File: src/rtl/rf_pkg.sv
// Shared constants and helpers for the multi-port integer register file.
package rf_pkg;

  localparam int unsigned XLEN_DEF  = 32;
  localparam int unsigned NREGS_DEF = 32;

  // Ceiling log2, usable in parameter expressions.
  function automatic int unsigned clog2(input int unsigned n);
    int unsigned r;
    r = 0;
    while ((32'd1 << r) < n) r++;
    return r;
  endfunction

endpackage

File: src/rtl/reg_scoreboard.sv
// Per-register pending bits: flush beats set, set beats a same-cycle writeback clear.
module reg_scoreboard
  import rf_pkg::*;
#(
  parameter int unsigned NREGS    = NREGS_DEF,
  parameter int unsigned NWR      = 1,
  parameter int unsigned ZERO_REG = 1,
  localparam int unsigned AW      = clog2(NREGS)
) (
  input  logic              clk,
  input  logic              resetn,
  input  logic [NWR-1:0]    wr_en_i,
  input  logic [NWR*AW-1:0] wr_addr_i,
  input  logic              issue_valid_i,
  input  logic [AW-1:0]     issue_rd_i,
  input  logic              flush_i,
  output logic [NREGS-1:0]  pending_o
);

  logic [NREGS-1:0] pending_d, pending_q;

  always_comb begin
    pending_d = pending_q;
    if (flush_i) begin
      pending_d = '0;
    end else begin
      for (int unsigned j = 0; j < NWR; j++) begin
        if (wr_en_i[j]) pending_d[wr_addr_i[j*AW +: AW]] = 1'b0;
      end
      // A new producer stays outstanding even if an older one retires this cycle.
      if (issue_valid_i) pending_d[issue_rd_i] = 1'b1;
    end
    if (ZERO_REG != 0) pending_d[0] = 1'b0;
  end

  always_ff @(posedge clk or negedge resetn) begin
    if (!resetn) pending_q <= '0;
    else         pending_q <= pending_d;
  end

  assign pending_o = pending_q;

endmodule

File: src/rtl/regfile_mp.sv
// Parametrised multi-port register file with same-cycle bypass and an issue scoreboard.
module regfile_mp
  import rf_pkg::*;
#(
  parameter int unsigned XLEN     = XLEN_DEF,
  parameter int unsigned NREGS    = NREGS_DEF,
  parameter int unsigned NRD      = 2,
  parameter int unsigned NWR      = 1,
  parameter int unsigned BYPASS   = 1,
  parameter int unsigned ZERO_REG = 1,
  localparam int unsigned AW      = clog2(NREGS)
) (
  input  logic                clk,
  input  logic                resetn,
  input  logic [NRD*AW-1:0]   rd_addr_i,
  output logic [NRD*XLEN-1:0] rd_data_o,
  output logic [NRD-1:0]      rd_pending_o,
  input  logic [NWR-1:0]      wr_en_i,
  input  logic [NWR*AW-1:0]   wr_addr_i,
  input  logic [NWR*XLEN-1:0] wr_data_i,
  input  logic                issue_valid_i,
  input  logic [AW-1:0]       issue_rd_i,
  input  logic                flush_i,
  output logic                stall_o,
  input  logic [NRD-1:0]      rd_en_mask_i
);

  logic [XLEN-1:0]  regs_d [NREGS];
  logic [XLEN-1:0]  regs_q [NREGS];
  logic [NREGS-1:0] pending;

  // Later ports overwrite earlier ones, so the highest port wins a collision.
  always_comb begin
    regs_d = regs_q;
    for (int unsigned j = 0; j < NWR; j++) begin
      if (wr_en_i[j] && !((ZERO_REG != 0) && (wr_addr_i[j*AW +: AW] == '0))) begin
        regs_d[wr_addr_i[j*AW +: AW]] = wr_data_i[j*XLEN +: XLEN];
      end
    end
  end

  always_ff @(posedge clk or negedge resetn) begin
    if (!resetn) begin
      for (int unsigned k = 0; k < NREGS; k++) regs_q[k] <= '0;
    end else begin
      regs_q <= regs_d;
    end
  end

  reg_scoreboard #(
    .NREGS    (NREGS),
    .NWR      (NWR),
    .ZERO_REG (ZERO_REG)
  ) u_scoreboard (
    .clk           (clk),
    .resetn        (resetn),
    .wr_en_i       (wr_en_i),
    .wr_addr_i     (wr_addr_i),
    .issue_valid_i (issue_valid_i),
    .issue_rd_i    (issue_rd_i),
    .flush_i       (flush_i),
    .pending_o     (pending)
  );

  for (genvar i = 0; i < NRD; i++) begin : g_rd
    logic [AW-1:0]   addr;
    logic            hit;
    logic [XLEN-1:0] byp_data;
    logic [XLEN-1:0] data;

    assign addr = rd_addr_i[i*AW +: AW];

    always_comb begin
      hit      = 1'b0;
      byp_data = '0;
      if (BYPASS != 0) begin
        for (int unsigned j = 0; j < NWR; j++) begin
          if (wr_en_i[j] && (wr_addr_i[j*AW +: AW] == addr)) begin
            hit      = 1'b1;
            byp_data = wr_data_i[j*XLEN +: XLEN];
          end
        end
      end
    end

    always_comb begin
      if ((ZERO_REG != 0) && (addr == '0)) data = '0;
      else if (hit)                        data = byp_data;
      else                                 data = regs_q[addr];
    end

    assign rd_data_o[i*XLEN +: XLEN] = data;
    // A bypassed value is already valid, so it no longer counts as pending.
    assign rd_pending_o[i] = pending[addr] & ~hit;
  end

  assign stall_o = |(rd_pending_o & rd_en_mask_i);

endmodule

File: config.mk
export PLATFORM = sky130hd
export DESIGN_NAME = regfile_mp
export DESIGN_NICKNAME = d
export VERILOG_FILES = /design/src/rtl/rf_pkg.sv /design/src/rtl/reg_scoreboard.sv /design/src/rtl/regfile_mp.sv
export SDC_FILE = /design/constraint.sdc
export NUM_CORES = 2
export LEC_CHECK = 0
export ABC_CLOCK_PERIOD_IN_PS = 2810
export CAP_MARGIN = 10
export CORE_UTILIZATION = 51
export DETAILED_ROUTE_END_ITERATION = 16
export DONT_BUFFER_PORTS = 1
export PLACE_DENSITY_LB_ADDON = 0.08
export REMOVE_ABC_BUFFERS = 1
export SYNTH_ARGS = -nofsm -noshare
export SYNTH_HDL_FRONTEND = slang
export SYNTH_SLANG_ARGS = --single-unit
File: constraint.sdc
create_clock -name clk -period 2.81 [get_ports clk]
set_input_delay 0.562 -clock clk [delete_from_list [all_inputs] [get_ports clk]]
set_output_delay 0.562 -clock clk [all_outputs]
set_load 0.02 [all_outputs]
==> results.txt <==
----------------------------------------------------
[Run status]
  Status ... finished, violations left
  Violated checks ... max-slew violations, negative setup slack

[Global routing]
  Vias in the first global route ... about 41000
  Total congestion overflow ... 0
  Wire length of the first global-routing pass ... 279000 µm
  Initial antenna violation count ... 4
  Total track usage ... 0.337
  Pin count of the biggest net entering global routing ... 1056

[Clock network]
  Insertion delay of the later-clocked pin in the worst-skew pair ... slightly above 0.7 ns
  Htree depth ... 3
  Clk root buf ... sky130_fd_sc_hd__clkbuf_16
  Sink Count ... 1055
  Number of buffers created by CTS ... ~120
  Clock tree from TritonCTS ... done
  Maximum count of clock buffers along a single path ... 3
  Clock Pin Slew Worst Setup and Hold Paths ... ~0.06 ns

[Yosys]
  Synth warn ... 0
  Number of synthesized register bits ... approximately 1100
  Number of library cell types mapped by synthesis ... 67
  Async set-or-reset flop fraction in the synthesized netlist ... 1.00
  Synthesized area ... 57200 µm²
  Mean instance size in the synthesized netlist ... approximately 14 µm²
  Gate Count Post-Synth ... approximately 4000
  Count of flip-flops with a built-in enable after synthesis ... 0
  Top FF cell, synth ... sky130_fd_sc_hd__dfrtp_1
  Share of the yosys chip area belonging to registers ... 0.462

[Timing]
  Fin crit share ... 1.48
  Actual slew at the worst max-slew pin ... roughly 1.9 ns
  Unrepaired setup endpoints after global routing ... true
  Final setup TNS ... -57.60 ns
  Min Clock Period, post-route ... about 4.2 ns
  Smallest setup slack after layout ... -1.34 ns
  Total count of max-transition violations in the final report ... around 110
  Final setup vio count ... 265
  Final worst clock skew ... 0 ns
  Worst slew slack as a fraction of its limit ... -0.242
  Peak clock frequency supported by timing ... between 0.2 and 0.25 GHz
  Final Hold Vio Count ... 0

[Detailed routing]
  Number of DRC violations after detailed routing ... 0
  Final wirelength ... between 150000 and 200000 µm
  First-pass iteration count of the detailed router ... 5
  Number of vias per cell after detailed routing ... approximately 6.9
  Wire length per cell after detailed routing ... 33.8 µm
  Antenna viol nets, final ... 0
  Number of violations reported at the end of detailed-routing iteration 0 ... ~3800
  DR vias ... just under 40000

[Cells and area]
  Finished layout cell area ... 66500 µm²
  Commonest non-fill, non-tap cell in the layout ... sky130_fd_sc_hd__dfrtp_1
  Core Util, Final ... 0.600
  Final standard cell count with taps included and fillers excluded ... about 5600
  Most frequent cells in the layout ... sky130_fd_sc_hd__dfrtp_1, sky130_fd_sc_hd__mux2_2, sky130_fd_sc_hd__mux4_2
  Area growth, synth to finish ... 16.3%
  Fillers ... approximately 8400
  Proportion of layout cells with a drive suffix above 1 ... 0.527
  Net count, final ... roughly 4100

[Floorplanning]
  Starting density of the core ... 0.515
  Overall die area ... about 110000 µm²
  Die Span X ... ~340 µm
  Core outline area ... 111000 µm²
  Die boundary height ... between 300 and 400 µm
  Number of cell rows ... 122
  Ports placed on the boundary ... 126

[Power and ir drop]
  IR Drop Worst-Case VDD ... 0.000559 V
  Total power ... about 45000 µW
  Static leakage power ... ~0.029 µW
  P per Cell Area ... around 680 nW/µm²

[Critical path]
  Required @ worst endpoint ... about 2.3 ns
  Max Fanout on Critical Path ... approximately 330
  Worst Path Class, Setup ... primary input to output port
  Startpoint types ... primary input
  Worst Path Arrival ... approximately 3.6 ns
  Kind of end point of the critical path ... output port

[Placed design]
  Placed Instance Area ... approximately 60000 µm²
  DP Wirelength ... between 100000 and 150000 µm
  Count of placed standard cells including taps ... ~5300
  Quantity of I/O buffers inserted on ports ... 0
  Final estimated routing congestion in global placement ... 0.830

[Job]
  Number of max-cap violations ... 0

[Hold path]
  Worst hold-check path type ... primary input to flop

----------------------------------------------------
==> cell families (layout without fill, tap and decap cells) <==
| family | after synthesis | after routing | share of synthesized area |
|---|---|---|---|
| other | 0 | 1 | 0 |
| and+or+nand+nor | 290 | 290 | 0.0251 |
| muxes | 1703 | 1703 | 0.412 |
| DFF | 1055 | 1055 | 0.462 |
| buffers and inverters | 456 | 614 | 0.0378 |
| xor gates and xnor gates | 10 | 10 | 0.00166 |
| AOI/OAI and AO/OA | 480 | 480 | 0.0615 |
==> path summary, 6_finish.rpt <==
kind	from	endpoint	slack [ns]	cells past startpoint
worst max-delay path	rd_addr_i[5]	rd_data_o[60]	-1.34	5
min in group asynchronous	resetn	regs_q[99]	0.50	2
worst min register to register	regs_q[1017]	regs_q[1017]	0.40	0
worst max register to register	regs_q[405]	regs_q[405]	1.80	3
worst min-delay path	issue_rd_i[2]	u_scoreboard.pending_o[26]	0.07	3
max in group asynchronous	resetn	regs_q[794]	-0.11	5
==> metrics by stage <==
stage,setup WS (ns),hold WS (ns)
floorplan,-1.45,0.266
global placement,-0.523,0.344
detailed placement,-0.517,0.348
CTS,-0.545,-0.402
global route,-0.894,0.0764
finish,-1.34,0.0698
==> sequential cells by signal (all words and copies together) (netlist names) <==
name and cells:
regs_q 1024, u_scoreboard.pending_o 31
==> routing by layer <==
metal	GRT usage	part of all wire	vias to the layer above
met3	0.0688	0.082	402
met2	0.520	0.47	1792
met1	0.470	0.41	21100
met5	0	0.000068	-
met4	0.130	0.037	2
li1	-	-	15600
==> cell type report <==
type,instances,area [µm²],share of cell area
multi-input combinational,2483,30100,0.452
sequential,1055,26400,0.397
timing repair buffer,401,4380,0.0659
clock buffer,178,3450,0.0518
tap,1488,1860,0.0280
clock inverter,30,335,0.00504
inverter,5,23.8,0.000357
antenna,1,2.50,0.0000376
==> repair_timing <==
item,CTS,global route
resized for setup,231,69
setup endpoints to repair,67,287
hold buffers,34,2
pin swaps,119,50
hold endpoints to repair,2077,42
gates cloned,0,3
setup buffers,86,18
==> critical path: stages <==
cell and delay, ns:
sky130_fd_sc_hd__mux4_2 1.08, sky130_fd_sc_hd__mux4_2 0.50, sky130_fd_sc_hd__nor2b_4 0.14, sky130_fd_sc_hd__a221o_1 0.33
sky130_fd_sc_hd__buf_12 0.16
==> synth_stat cells, types with 9 or more instances <==
library cell	instances	area, µm²
sky130_fd_sc_hd__a221o_1	22	220
sky130_fd_sc_hd__buf_2	110	551
sky130_fd_sc_hd__mux2i_1	270	2700
sky130_fd_sc_hd__a22oi_1	100	751
sky130_fd_sc_hd__nand2_1	98	368
sky130_fd_sc_hd__nand2b_1	24	150
sky130_fd_sc_hd__mux2_2	986	11100
sky130_fd_sc_hd__nand3_1	10	50.1
sky130_fd_sc_hd__a211oi_1	37	278
sky130_fd_sc_hd__dfrtp_1	1055	26400
sky130_fd_sc_hd__and2_1	17	106
sky130_fd_sc_hd__clkbuf_1	237	890
sky130_fd_sc_hd__mux2_1	25	282
sky130_fd_sc_hd__o21ai_0	54	270
sky130_fd_sc_hd__o311ai_1	11	96.3
sky130_fd_sc_hd__nor2_1	61	229
sky130_fd_sc_hd__o211ai_1	11	82.6
sky130_fd_sc_hd__a21oi_1	80	400
sky130_fd_sc_hd__nor3b_1	17	128
sky130_fd_sc_hd__buf_4	34	255
sky130_fd_sc_hd__nor2b_1	15	93.8
sky130_fd_sc_hd__o21a_1	9	67.6
sky130_fd_sc_hd__nor3_1	19	95.1
sky130_fd_sc_hd__a221oi_1	69	604
sky130_fd_sc_hd__mux4_2	422	9500
sky130_fd_sc_hd__buf_6	21	236
sky130_fd_sc_hd__o22ai_1	14	87.6
sky130_fd_sc_hd__buf_1	47	176
==> power breakdown <==
group	internal [µW]	switching (µW)	leakage, µW
combinational	6030	3840	0.0132
sequential	18000	2070	0.0136
clock	8940	6420	0.00187
No activity file was read; power rests on OpenSTA's default activity.
